## config.mk

```make
export PLATFORM = sky130hd
export DESIGN_NAME = led_pattern_monitor
export DESIGN_NICKNAME = d
export VERILOG_FILES = /design/src/rtl/led_pattern_monitor.sv
export SDC_FILE = /design/constraint.sdc
export NUM_CORES = 1
export LEC_CHECK = 0
export BUFFER_PORTS_ARGS = -buffer_cell sky130_fd_sc_hd__buf_2
export CORE_UTILIZATION = 30
export DETAILED_ROUTE_END_ITERATION = 10
export GPL_TIMING_DRIVEN = 1
export PLACE_DENSITY_LB_ADDON = 0.12
export SETUP_SLACK_MARGIN = 0.4
export SYNTH_ARGS = -nofsm -noshare
export SYNTH_HDL_FRONTEND = slang
export SYNTH_SLANG_ARGS = --single-unit
```

## constraint.sdc

```tcl
create_clock -name clk -period 6.19 [get_ports clk]
set_input_delay 0.9285 -clock clk [delete_from_list [all_inputs] [get_ports clk]]
set_output_delay 0.9285 -clock clk [all_outputs]
set_load 0.05 [all_outputs]
```

## src/rtl/led_pattern_monitor.sv

```systemverilog
// LED bus pattern decoder: classifies each LED step, locks onto ROL/ROR/PINGPONG/BLINK
// and measures the step period. Define LED_MON_ERRCNT_EN to build the lock-loss counter.
module led_pattern_monitor #(
    parameter int unsigned         PERIOD_W    = 24,
    parameter int unsigned         LOCK_N      = 4,
    parameter logic [PERIOD_W-1:0] TIMEOUT     = 24'hFFFFFF,
    parameter logic [PERIOD_W-1:0] FAST_THRESH = 24'd1000
) (
    input  logic                clk,
    input  logic                rst,
    input  logic [15:0]         led,
    output logic                locked,
    output logic [2:0]          pattern_id,
    output logic [PERIOD_W-1:0] step_period,
    output logic                speed_fast,
    output logic                change_pulse,
    output logic [7:0]          err_count
);

    typedef enum logic [1:0] {S_IDLE, S_ACQUIRE, S_LOCKED} state_t;
    typedef enum logic [1:0] {C_OTHER, C_ROL, C_ROR, C_BLINK} cls_t;

    localparam logic [2:0] PID_NONE     = 3'd0;
    localparam logic [2:0] PID_ROL      = 3'd1;
    localparam logic [2:0] PID_ROR      = 3'd2;
    localparam logic [2:0] PID_PINGPONG = 3'd3;
    localparam logic [2:0] PID_BLINK    = 3'd4;
    localparam logic [3:0] LOCK_M       = 4'(LOCK_N);

    state_t              state, state_n;
    cls_t                cand, cand_n, cls;
    logic [15:0]         led_q;
    logic                valid;
    logic [PERIOD_W-1:0] cnt;
    logic [3:0]          match, match_n, match_inc;
    logic                locked_n;
    logic [2:0]          pid_n;
    logic [PERIOD_W-1:0] period_n;
    logic                change, timeout_hit, accept, pingpong_flip;

    function automatic logic [2:0] cls_to_pid(cls_t c);
        case (c)
            C_ROL:   return PID_ROL;
            C_ROR:   return PID_ROR;
            C_BLINK: return PID_BLINK;
            default: return PID_NONE;
        endcase
    endfunction

    assign change      = valid && (led != led_q);
    assign timeout_hit = (cnt >= TIMEOUT);
    assign match_inc   = match + 4'd1;

    // Rotate checks come first, so 0x5555->0xAAAA reads as ROL rather than BLINK.
    always_comb begin
        cls = C_OTHER;
        if (led == {led_q[14:0], led_q[15]})
            cls = C_ROL;
        else if (led == {led_q[0], led_q[15:1]})
            cls = C_ROR;
        else if (led == ~led_q)
            cls = C_BLINK;
    end

    always_comb begin
        accept = 1'b0;
        case (pattern_id)
            PID_ROL, PID_ROR, PID_PINGPONG: accept = (cls == C_ROL) || (cls == C_ROR);
            PID_BLINK:                      accept = (cls == C_BLINK);
            default:                        accept = 1'b0;
        endcase
    end

    assign pingpong_flip = (pattern_id == PID_ROL && cls == C_ROR) ||
                           (pattern_id == PID_ROR && cls == C_ROL);

    always_comb begin
        state_n  = state;
        cand_n   = cand;
        match_n  = match;
        locked_n = locked;
        pid_n    = pattern_id;
        period_n = step_period;
        case (state)
            S_IDLE: begin
                // No previous change to measure against, so the period is left alone.
                if (change) begin
                    state_n = S_ACQUIRE;
                    cand_n  = cls;
                    match_n = 4'd1;
                end
            end
            S_ACQUIRE: begin
                if (change) begin
                    period_n = cnt;
                    if (cls == cand && cls != C_OTHER) begin
                        match_n = match_inc;
                        if (match_inc == LOCK_M) begin
                            state_n  = S_LOCKED;
                            locked_n = 1'b1;
                            pid_n    = cls_to_pid(cand);
                        end
                    end else begin
                        cand_n  = cls;
                        match_n = 4'd1;
                    end
                end else if (timeout_hit) begin
                    state_n  = S_IDLE;
                    locked_n = 1'b0;
                    pid_n    = PID_NONE;
                end
            end
            S_LOCKED: begin
                if (change) begin
                    period_n = cnt;
                    if (accept) begin
                        if (pingpong_flip)
                            pid_n = PID_PINGPONG;
                    end else begin
                        state_n  = S_ACQUIRE;
                        locked_n = 1'b0;
                        pid_n    = PID_NONE;
                        cand_n   = cls;
                        match_n  = 4'd1;
                    end
                end else if (timeout_hit) begin
                    state_n  = S_IDLE;
                    locked_n = 1'b0;
                    pid_n    = PID_NONE;
                end
            end
            default: state_n = S_IDLE;
        endcase
    end

    always_ff @(posedge clk) begin
        if (rst) begin
            led_q        <= '0;
            valid        <= 1'b0;
            cnt          <= '0;
            match        <= '0;
            cand         <= C_OTHER;
            state        <= S_IDLE;
            locked       <= 1'b0;
            pattern_id   <= PID_NONE;
            step_period  <= '0;
            speed_fast   <= 1'b0;
            change_pulse <= 1'b0;
        end else begin
            led_q <= led;
            valid <= 1'b1;
            if (change)
                cnt <= PERIOD_W'(1);
            else if (cnt != '1)
                cnt <= cnt + PERIOD_W'(1);
            state        <= state_n;
            cand         <= cand_n;
            match        <= match_n;
            locked       <= locked_n;
            pattern_id   <= pid_n;
            step_period  <= period_n;
            speed_fast   <= locked_n && (period_n < FAST_THRESH);
            change_pulse <= change;
        end
    end

`ifdef LED_MON_ERRCNT_EN
    // A loss is leaving LOCKED, either on a rejected step or on timeout.
    logic       loss;
    logic [7:0] err_q;

    assign loss = (state == S_LOCKED) && (change ? !accept : timeout_hit);

    always_ff @(posedge clk) begin
        if (rst)
            err_q <= 8'd0;
        else if (loss && err_q != 8'hFF)
            err_q <= err_q + 8'd1;
    end

    assign err_count = err_q;
`else
    assign err_count = 8'd0;
`endif

endmodule

```

## Yosys cells after proc, flatten, opt, wreduce, memory -nomap -nowiden

Index checks and enable logic that the tools add are counted.

| word-level totals | value |
|---|---|
| bits in registers | 79 |
| bits of input ports | 18 |
| output and inout port bits | 38 |
| logic and storage cells | 109 |

| cells by class | value |
|---|---|
| $add $sub $neg | 2 |
| order comparisons | 2 |
| eq/ne operators | 28 |
| muxes and demuxes | 45 |
| bitwise operators | 1 |
| reductions and logical operators | 19 |

Operators with widths:

| kind | count |
|---|---|
| equality test 16 bit | 3 |
| two-way mux 24 bit | 2 |
| two-way mux 2 bit | 15 |
| adder 24 x 1 -> 24 bit, second input constant | 1 |
| >= comparator 24 bit, second input constant | 1 |
| < comparator 24 x 10 -> 1 bit, second input constant | 1 |
| inequality test 24 bit, second input constant | 1 |
| two-way mux 3 bit | 7 |
| two-way mux 4 bit | 5 |
| inequality test 16 bit | 1 |
| NOT 16 bit | 1 |
| one-hot mux 2 bit (3 select lines) | 2 |
| one-hot mux 4 bit (3 select lines) | 1 |
| equality test 2 bit, second input constant | 5 |
| inequality test 2 bit, second input constant | 5 |
| two-way mux 1 bit | 9 |
| inequality test 3 bit, second input constant | 3 |
| one-hot mux 3 bit (3 select lines) | 1 |
| AND reduction 4 bit | 2 |
| equality test 2 x 1 -> 1 bit, second input constant | 3 |
| equality test 3 x 2 -> 1 bit, second input constant | 2 |
| one-hot mux 3 bit (2 select lines) | 1 |
| AND reduction 6 bit | 1 |
| nonzero test 2 bit | 3 |
| other kinds (14) | 21 |

## Longest topological paths before layout

Gate-level depths: netlist of the first run.

| logic depth | value |
|---|---|
| depth in word-level cells | 12 |
| mapped depth | 15 |
| gate-level depth less buffers | 15 |

## Least setup slack after synthesis of the first run

Ideal clock, no wire load.

| path | value |
|---|---|
| path kind | input port to flip-flop |
| start point | input led[4] |
| end point | register pattern_id[0] |
| library setup time | 0.075 ns |
| arrival time | 3.663 ns |
| required time | 6.115 ns |
| path slack | 2.451 ns |
| cell stages on the path | 15 |
| path buffers | 0 |
| path through | xor2_1 > nand4_1 > or4_1 > nand2_1 > or2b_1 > inv_1 > ha_1 > nand2_1 > nor3_1 > o21ai_0 > a311oi_1 > or3_1 > a211oi_2 > o32a_2 > o22ai_1 |

| between the ends | value |
|---|---|
| longest elaborated chain between the ends | 10 |
| elaborated cells on any way between the ends | 27 |
| those cells by class | eq/ne (11); mux (8); reduce/logical (8) |

Ends and longest elaborated chain:

| what | RTL line | source |
|---|---|---|
| start: declaration | 11 | `input logic [15:0] led,` |
| equality test 16 bit | 61 | `else if (led == ~led_q)` |
| two-way mux 2 bit | 61 |  |
| two-way mux 2 bit | 59 | `else if (led == {led_q[0], led_q[15:1]})` |
| two-way mux 2 bit | 57 | `if (led == {led_q[14:0], led_q[15]})` |
| equality test 2 x 1 -> 1 bit / equality test 2 bit (equally long branches) | 68, 75, 74 |  |
| logical OR 1 bit | 68 | `PID_ROL, PID_ROR, PID_PINGPONG: accept = (cls == C_ROL) \|\| (cls == C_ROR);` |
| one-hot mux 1 bit (2 select lines) | 67 | `case (pattern_id)` |
| two-way mux 3 bit | 116 | `if (accept) begin` |
| two-way mux 3 bit | 114 | `if (change) begin` |
| one-hot mux 3 bit (2 select lines) | 84 | `case (state)` |
| end signal: assignment | 160 | `pattern_id <= pid_n;` |
| end: declaration | 13 | `output logic [2:0] pattern_id,` |

Parallel ways exist; a longest one is shown, timed or not.
A chain may end at the register's enable or synchronous reset.

## Worst setup path in the final report of the first run

| path | value |
|---|---|
| start point | input led[4] |
| end point | register pattern_id[2] |

The elaborated chain is that of the path after synthesis.

==> summary.txt, run 1 <==
STA
  – Worst slew pin tran: a little over 0.9 ns
  – Fmax: 254 MHz
  – Max-slew violation count: 0
  – Post-route clock skew: about 0.0057 ns
  – Max transition margin: between 30% and 40%
  – Unrepaired setup endpoints after global routing: false
  – Crit share post-route: between 60% and 70%
  – Final setup fails: 0
  – Crit path time final: about 3.9 ns
  – Setup TNS: 0 ns
  – Final hold vios: 0

Clock tree
  – Clk sink count: approximately 80
  – TritonCTS clock tree: built
  – Clock buffer count from CTS: 9
  – CTS root buf: clkbuf_16
  – Setup bufs post-CTS: 0
  – Post-cts resize count: 0
  – Worst skew pair latency: ~0.34 ns
  – CTS clk-pin slew, worst paths: 0.06 ns
  – CTS H-tree depth: 3
  – CTS Hold Bufs: 0
  – Clock Path Buffers: 2

Global route
  – Antenna violations before repair: 0
  – Largest net degree at the start of global routing: 55
  – Number of global-route vias before repair: about 3,100
  – First-pass GRT wire length: 16,000 µm
  – Total track usage: between 10 and 15%
  – Gr ovfl total: 0

Layout
  – Area growth syn-to-layout: 15.8%
  – Final nets: about 540
  – Layout cells sized above 1: 14.1%
  – Diode count: 0
  – Fin util: between 30% and 40%
  – Post-Layout Inst Area: approximately 4700 µm²

Synthesis
  – Most common cell in the netlist: dfxtp_1
  – Number of synthesized flops with an enable pin: 0
  – Most frequent cells after synthesis: dfxtp_1 (79), nor2_1 (58), xor2_1 (48)
  – Avg Cell Area, Syn: 8.83 µm²
  – Area leader, netlist: dfxtp_1
  – Async S/R FF share, synth: 0%
  – Synth cell types: 47
  – Synth Instances: about 460
  – Top cells by area, synth: dfxtp_1 (39%), xor2_1 (10%), mux2i_1 (6.1%), nor2_1 (5.3%), xnor2_1 (4.5%)
  – Yosys warning count: 0
  – Sequential fraction of the synthesis area: between 30% and 40%
  – Ys flop type: dfxtp_1
  – Post-synth top area share: a little under 40%
  – Mapped Area: 4100 µm²
  – Synth Register Bits: 79

Run
  – MaxCap Viol Count: 0

Route
  – Total iterations of the first detailed-routing run: 5
  – DRT iter0 DRCs: 142
  – Routed length on met3: around 380 µm
  – DRC: 0
  – Vias per cell: a little under 5
  – ANT nets after route: 0
  – Post-Route M1 WL: between 4000 and 5000 µm
  – Max layer used: met4
  – DRT Wirelength: 9690 µm
  – Via Count: 3,334
  – DR WL/cell: 14.1 µm
  – Metal2 WL: 4210 µm

Placement
  – Placed cell area: 4470 µm²
  – DP HPWL: around 7200 µm
  – PortBufs: 47
  – Routability cong.: between 0.8 and 0.9

Worst setup path
  – Worst Path Required: approximately 6.5 ns
  – Crit start category: input port
  – CP Max Fanout: 4
  – Worst Setup Path Type: in -> reg
  – CP endpoint kind: register
  – CP arrival: between 4 and 5 ns
  – Cell count of the worst reg-to-reg path: 15

Die
  – Row count: 42
  – Die Ht: roughly 120 µm
  – Initial core utilization: 30.8%
  – Core ar.: about 13,000 µm²
  – DIE AREA: 14,100 µm²
  – IO Count: 56
  – Die W: about 120 µm

Worst hold path
  – HP Class: reg -> reg
  – Hold Path Depth: 2

Power and ir drop
  – VDD IR-drop max: ~0.12 mV
  – Leakage power total: 2.03 nW
  – Power density over the cells: around 250 nW/µm²

Outcome
  – Run status: finished clean
[through the flow]
step                      std cells  hold slack (ns)  setup WS, ns  power, mW
after floorplan                 471            0.465          2.45      0.654
after global placement          672            0.477          1.89      0.689
after detailed placement        672            0.488          1.91      0.688
after CTS                       688            0.505          2.25       1.20
after global routing            688            0.526          1.98       1.23
final                           688            0.506          2.25       1.18
[path summary, 6_finish.rpt]
check	startpoint	slack, ns	endpoint
setup / recovery	led[4]	2.25	pattern_id[2]$_SDFFE_PP0P_
hold / removal	step_period[2]$_SDFFE_PP0P_	0.51	step_period[2]$_SDFFE_PP0P_
hold reg to reg	step_period[2]$_SDFFE_PP0P_	0.51	step_period[2]$_SDFFE_PP0P_
setup reg to reg	led_q[4]$_SDFF_PP0_	2.56	pattern_id[2]$_SDFFE_PP0P_
[cell usage in the layout (no fill, tap or decap), types with 2 or more instances in the layout]
cell type / netlist / final
and4_1: 3 / 3
o21ai_0: 13 / 13
nor3b_1: 2 / 2
clkbuf_1: 10 / 2
nor2b_1: 16 / 16
a211o_1: 2 / 2
mux2i_1: 25 / 25
conb_1: 1 / 8
nand4_1: 17 / 17
a211oi_1: 4 / 4
o2111ai_1: 2 / 2
a21oi_1: 17 / 17
o22ai_1: 3 / 3
ha_1: 10 / 10
and3_1: 8 / 8
xnor2_1: 21 / 21
xor2_1: 48 / 48
dfxtp_1: 79 / 79
clkbuf_16: 0 / 9
nor2_1: 58 / 58
nand2b_1: 2 / 2
inv_1: 13 / 13
nand3_1: 14 / 13
nor3_1: 11 / 11
buf_2: 5 / 47
or3_1: 6 / 6
a31oi_1: 3 / 3
nor4_1: 16 / 16
nand2_1: 27 / 27
or4_1: 3 / 3
[final cells by class]
type / instances / area, µm²
Multi-Input combinational cell: 356 / 2370
Inverter: 13 / 48.8
Tap cell: 176 / 220
Fill cell: 1373 / 8550
Clock buffer: 12 / 246
Sequential cell: 79 / 1580
Timing Repair Buffer: 48 / 243
Clock inverter: 4 / 30.0
[sequential cells by signal, summed over array words and instances (netlist names)]
| register | flops |
|---|---|
| cnt | 24 |
| step_period | 24 |
| led_q | 16 |
| match | 4 |
| pattern_id | 3 |
| cand | 2 |
| state | 2 |
| change_pulse | 1 |
| locked | 1 |
| speed_fast | 1 |
| valid | 1 |
[kinds of logic (layout without fill, tap and decap cells)]
logic type	after synthesis	after routing	synth area share [%]
AOI/OAI and AO/OA	56	56	9.44
xor gates and xnor gates	69	69	14.8
adders and majority gates	10	10	3.06
buffers and inverters	36	77	4.19
DFF	79	79	38.6
muxes	25	25	6.11
other	1	8	0.0916
and+or+nand+nor	188	188	23.7
[layer usage]
metal  GRT usage (%)  vias up
met3            3.40       10
met1            20.2     1559
met4            6.57        0
li1                -     1696
met5               0        -
met2            21.0       69
[worst max-delay path: stages]
cell and delay (ns):
buf_2 0.13, xor2_1 0.22, nand4_1 0.15, or4_1 0.54
nand2_1 0.11, or2b_1 0.25, inv_1 0.11, ha_1 0.15
nand2_1 0.05, nor3_1 0.20, o21ai_0 0.20, a311oi_1 0.37
or3_1 0.18, a211oi_2 0.04, o32a_2 0.42, o22ai_1 0.15
[report_power, final]
group	internal (mW)	total [mW]	switching, mW
Sequential	0.520	0.535	0.0148
Combinational	0.0536	0.141	0.0876
Clock	0.284	0.500	0.215
Power figures use the tool's default switching activity.
==> inputs of run 2 (changes only) <==
==> constraint.sdc (replaced) <==
create_clock -name clk -period 3.7 [get_ports clk]
set_input_delay 0.555 -clock clk [delete_from_list [all_inputs] [get_ports clk]]
set_output_delay 0.555 -clock clk [all_outputs]
set_load 0.05 [all_outputs]
==> summary.txt, run 2 (synthesis results as in run 1) <==
Worst setup path
  – CP Max Fanout: 4
  – Worst Path Required: approximately 4 ns
  – Cell count of the worst reg-to-reg path: 14
  – Worst path cell trace: buf_2 -> xor2_2 -> nand4_1 -> or4_4 -> nand2_4 -> or2b_1 -> ha_1 -> o21ai_1 -> nor2_2 -> o21ai_2 -> a311oi_2 -> buf_4 -> nor3_2 -> o32a_2 -> o22ai_2
  – Critical path's slowest cell: or4_4
  – CP arrival: approximately 3.7 ns
  – Reg2reg end: pattern_id[0]$_SDFFE_PP0P_
  – Crit start category: input port
  – Max incr delay on CP: around 0.57 ns
  – Worst Setup Path Type: in -> reg
  – R2r setup slk: roughly 0.32 ns
  – CP endpoint kind: register
  – Reg2reg start: led_q[8]$_SDFF_PP0_

Route
  – Via Count: 3,350
  – Vias per cell: around 4.8
  – Total iterations of the first detailed-routing run: 4
  – ANT nets after route: 0
  – DRT Wirelength: approximately 10000 µm
  – DR WL/cell: 14.2 µm
  – DRC: 0
  – DRT iter0 DRCs: 117

Layout
  – Area growth syn-to-layout: 23.8%
  – Most frequent cells in the layout: dfxtp_1 (66), nor2_1 (56), buf_2 (47)
  – Post-Layout Inst Area: roughly 5100 µm²
  – Commonest non-fill, non-tap cell in the layout: dfxtp_1
  – Largest regs: cnt: 24 flops, step_period: 24 flops, led_q: 16 flops
  – Final nets: 548
  – Diode count: 0
  – Fin util: a little under two fifths
  – Layout cells sized above 1: a little under a quarter
  – Post-route insts no fill: roughly 700

STA
  – Setup TNS: 0 ns
  – Worst slew pin tran: roughly 0.66 ns
  – Crit path time final: 3.39 ns
  – Final setup fails: 0
  – Crit share post-route: roughly nine tenths
  – Max-slew violation count: 0
  – Final hold vios: 0
  – Fmax: slightly below 300 MHz
  – Max transition margin: approximately 56%
  – Unrepaired setup endpoints after global routing: true
  – Post-route clock skew: ~0.0054 ns
  – Worst hold margin: between 0.5 and 0.6 ns

Placement
  – Routability cong.: between 0.8 and 0.9
  – Placed cell area: between 4000 and 5000 µm²
  – DP HPWL: between 7000 and 8000 µm
  – Placed Cells: 680
  – PortBufs: 47

Worst hold path
  – HP Class: reg -> reg
  – Hold path start: step_period[1]$_SDFFE_PP0P_
  – Hold Path Depth: 2
  – Hold Path End: step_period[1]$_SDFFE_PP0P_

Clock tree
  – Clk sink count: approximately 80
  – Worst skew pair latency: approximately 0.34 ns
  – Clock Path Buffers: 2
  – CTS clk-pin slew, worst paths: ~0.060 ns
  – Clock buffer count from CTS: 9
  – CTS H-tree depth: 3
  – TritonCTS clock tree: built
  – CTS root buf: clkbuf_16

Outcome
  – Run status: finished clean

Power and ir drop
  – Power density over the cells: between 400 and 500 nW/µm²
  – VDD IR-drop max: 0.179 mV
  – Leakage power total: 2.13 nW

Global route
  – Total track usage: approximately 15%
  – First-pass GRT wire length: roughly 17,000 µm
  – Gr ovfl total: 0
  – Largest net degree at the start of global routing: 30
  – Number of global-route vias before repair: approximately 3,200
  – Antenna violations before repair: 0

Die
  – IO Count: 56
  – Die W: 119 µm
  – Row count: 42
  – DIE AREA: around 14,000 µm²
  – Initial core utilization: a little under a third
  – Core ar.: ~13,000 µm²
  – Die Ht: about 120 µm

Run
  – MaxCap Viol Count: 0
## run 2: cell types whose count changed in the layout (fill, tap and decap cells not counted), moves of 3 or more
cell     previous run  this run
dfxtp_1            79        66
o22ai_1             3         0
dfxtp_4             0         9
buf_4               1        14
o22ai_2             0         3
xor2_2              0        14
dfxtp_2             0         4
xor2_1             48        34
## run 2: through the flow
stage | total power [mW] | worst slack [ns]
final | 2.04 | 0.313
after global routing | 2.14 | 0.165
after CTS | 2.06 | 0.403
after detailed placement | 1.16 | 0.0252
after global placement | 1.16 | 0.0523
after floorplan | 1.10 | 0.403
## run 2: where the power goes
group	internal, mW	switching (mW)
Clock	0.523	0.355
Sequential	0.868	0.0272
Combinational	0.104	0.160
Total	1.49	0.542
## run 2: worst max path at each step
| stage | from | cells past startpoint | endpoint | slack (ns) |
|---|---|---|---|---|
| 6_report | led[8] | 15 | pattern_id[0]$_SDFFE_PP0P_ | 0.31 |
| 5_1_grt | led_q[2]$_SDFF_PP0_ | 14 | pattern_id[0]$_SDFFE_PP0P_ | 0.16 |
| 4_1_cts | led_q[5]$_SDFF_PP0_ | 14 | pattern_id[2]$_SDFFE_PP0P_ | 0.40 |
| 3_5_place_dp | led[8] | 15 | pattern_id[2]$_SDFFE_PP0P_ | 0.03 |
| 3_3_place_gp | led[3] | 15 | pattern_id[0]$_SDFFE_PP0P_ | 0.05 |
| 2_1_floorplan | led[4] | 14 | pattern_id[0]$_SDFFE_PP0P_ | 0.40 |
## run 2: repair_timing
| action | CTS | global route |
|---|---|---|
| cloned | 0 | 0 |
| setup endpoints to repair | 3 | 13 |
| pin swaps | 4 | 21 |
| gates resized for setup | 8 | 34 |
| buffers inserted | 0 | 5 |
| hold buffers | 0 | 0 |
## run 2: layout make-up
| class | instances | area, µm² |
|---|---|---|
| Timing Repair Buffer | 61 | 340 |
| Clock inverter | 5 | 58.8 |
| Sequential cell | 79 | 1620 |
| Multi-Input combinational cell | 356 | 2550 |
| Fill cell | 1348 | 8220 |
| Tap cell | 176 | 220 |
| Clock buffer | 11 | 233 |
| Inverter | 13 | 48.8 |
## run 2: critical path, delay by kind of cell
| family | cells | cell delay (ns) |
|---|---|---|
| AND/OR/NAND/NOR | 6 | 1.24 |
| buffers and inverters | 2 | 0.31 |
| XOR/XNOR | 1 | 0.20 |
| adder cells (fa/ha/maj) | 1 | 0.28 |
| AO/OA/AOI/OAI | 5 | 1.07 |
## run 2: per-layer routing
layer  part of all wire, %  vias up  track usage, %
met4                   1.1        0            5.54
met2                    42       61            21.5
met5                     0        -               0
met1                    54     1576            22.1
met3                   3.4        9            3.40
li1                      -     1704               -
==> inputs of run 3 (changes only) <==
--- a/config.mk
+++ b/config.mk
@@ -9,7 +9,7 @@
 export CORE_UTILIZATION = 30
 export DETAILED_ROUTE_END_ITERATION = 10
 export GPL_TIMING_DRIVEN = 1
-export PLACE_DENSITY_LB_ADDON = 0.12
+export PLACE_DENSITY_LB_ADDON = 0.3
 export SETUP_SLACK_MARGIN = 0.4
 export SYNTH_ARGS = -nofsm -noshare
 export SYNTH_HDL_FRONTEND = slang
==> constraint.sdc (replaced) <==
create_clock -name clk -period 3.71 [get_ports clk]
set_input_delay 0.5565 -clock clk [delete_from_list [all_inputs] [get_ports clk]]
set_output_delay 0.5565 -clock clk [all_outputs]
set_load 0.05 [all_outputs]
==> summary.txt, run 3 (synthesis results as in run 1) <==
Outcome
  – Run status: finished clean

Placement
  – DP HPWL: roughly 7000 µm
  – Setup slack at placement: approximately 0.047 ns
  – Routability cong.: between 0.8 and 0.9
  – PortBufs: between 40 and 50

Clock tree
  – CTS clk-pin slew, worst paths: 0.06 ns
  – Clock Path Buffers: 2
  – CTS root buf: clkbuf_16
  – Clk sink count: between 70 and 80
  – Worst skew pair latency: 0.35 ns
  – TritonCTS clock tree: built
  – CTS H-tree depth: 3
  – CTS Hold Bufs: 0
  – Clock buffer count from CTS: 9

Die
  – Row count: 42
  – Core ar.: 13,300 µm²
  – Initial core utilization: a little under a third
  – Die W: 119 µm
  – DIE AREA: 14,100 µm²
  – Die Ht: 119 µm
  – IO Count: 56

Global route
  – Antenna violations before repair: 0
  – Largest net degree at the start of global routing: 29
  – Total track usage: between 10 and 15%
  – First-pass GRT wire length: approximately 16,000 µm
  – Number of global-route vias before repair: between 3,000 and 4,000
  – Gr ovfl total: 0

STA
  – Final setup fails: 0
  – Final setup margin: about 0.39 ns
  – Worst slew pin tran: approximately 0.65 ns
  – Setup TNS: 0 ns
  – Unrepaired setup endpoints after global routing: true
  – Max-slew violation count: 0
  – Crit path time final: roughly 3.3 ns
  – Crit share post-route: 89.4%
  – Max transition margin: 56.2%
  – Fmax: around 300 MHz
  – Post-route clock skew: a little over 0.009 ns
  – Final hold vios: 0

Layout
  – Largest regs: cnt: 24 flops, step_period: 24 flops, led_q: 16 flops
  – Commonest non-fill, non-tap cell in the layout: dfxtp_1
  – Area growth syn-to-layout: 24.4%
  – # fillers: around 1,300
  – Layout cells sized above 1: 25.6%
  – Most frequent cells in the layout: dfxtp_1 (63), nor2_1 (57), buf_2 (46)
  – Final nets: 550
  – Diode count: 0
  – Fin util: around two fifths

Route
  – ANT nets after route: 0
  – Vias per cell: ~4.9
  – Total iterations of the first detailed-routing run: 4
  – DR WL/cell: roughly 14 µm
  – DRT Wirelength: about 9800 µm
  – DRC: 0
  – DRT iter0 DRCs: 188
  – Via Count: about 3,400

Worst setup path
  – Critical path's slowest cell: or4_1
  – Worst Path Required: 3.98 ns
  – Max incr delay on CP: around 0.54 ns
  – Crit start category: input port
  – CP arrival: ~3.6 ns
  – Worst path cell trace: buf_2 -> xor2_2 -> nand4_1 -> or4_1 -> nand2_2 -> or2b_1 -> ha_1 -> o21ai_1 -> nor2_1 -> o21ai_2 -> a311oi_2 -> or3_1 -> a211oi_2 -> o32a_2 -> o22ai_2
  – CP Buf/Inv Count: 1
  – Worst Setup Path Type: in -> reg
  – Delay-heaviest family, CP: simple AND/OR/NAND/NOR gates
  – CP endpoint kind: register
  – CP Max Fanout: 4

Worst hold path
  – HP Class: reg -> reg

Power and ir drop
  – VDD IR-drop max: between 0.2 and 0.25 mV
  – Power density over the cells: about 400 nW/µm²
  – Combinational power share: between 10% and 20%
  – Sw Share: between 20 and 30%
  – Internal: 1.43 mW
  – Seq pwr share: 44.9%
  – Leakage power total: approximately 2.1 nW
  – Net Sw Power: around 0.56 mW
  – Clock share of power: 42.0%

Run
  – MaxCap Viol Count: 0
run 3: layout make-up:
cell class,count,area (µm²),share of cell area (%)
multi-input combinational,356,2560,50.4
clock buffer,9,225,4.42
clock inverter,7,55.1,1.08
sequential,79,1620,31.8
inverter,13,48.8,0.958
tap,176,220,4.32
timing repair buffer,63,358,7.03
run 3: metrics by stage:
| step | instance area, µm² | hold WS (ns) | power, mW | instances |
|---|---|---|---|---|
| floorplan | 4190 | 0.465 | 1.10 | 471 |
| global placement | 4580 | 0.497 | 1.15 | 678 |
| detailed placement | 4580 | 0.492 | 1.16 | 678 |
| CTS | 4870 | 0.500 | 2.00 | 694 |
| global route | 5090 | 0.522 | 2.09 | 703 |
| finish | 5090 | 0.503 | 1.99 | 703 |
run 3: tightest hold or removal path, delay by kind of cell, from the launching register on:
kind,cells,cell delay (ns)
flops,1,0.33
mux,1,0.07
simple gates,1,0.07
run 3: timing repair:
item | 4_1_cts | 5_1_grt
setup endpoints to repair | 3 | 9
endpoints found under the hold margin | 0 | 0
gates resized for setup | 9 | 40
setup buffers | 0 | 9
pin swaps | 3 | 21
run 3: worst paths after layout:
path / start / end / slack [ns] / cells after the start
worst max-delay path: led[4] / pattern_id[2]$_SDFFE_PP0P_ / 0.39 / 15
worst max register to register: led_q[4]$_SDFF_PP0_ / pattern_id[2]$_SDFFE_PP0P_ / 0.40 / 14
worst min register to register: step_period[0]$_SDFFE_PP0P_ / step_period[0]$_SDFFE_PP0P_ / 0.50 / 2
worst min-delay path: step_period[0]$_SDFFE_PP0P_ / step_period[0]$_SDFFE_PP0P_ / 0.50 / 2
run 3: metal layers:
metal | GRT usage (%) | part of all wire (%)
met1 | 18.4 | 48
met2 | 22.6 | 46
met3 | 3.11 | 3.8
met4 | 8.07 | 2.7
met5 | 0 | 0
run 3: power by group through the flow:
stage                     Sequential, mW  Clock [mW]  Combinational [mW]
after floorplan                    0.913           0               0.183
after CTS                          0.894       0.865               0.245
after detailed placement           0.912           0               0.244
final                              0.893       0.837               0.260
after global placement             0.911           0               0.243
after global routing               0.897       0.905               0.285
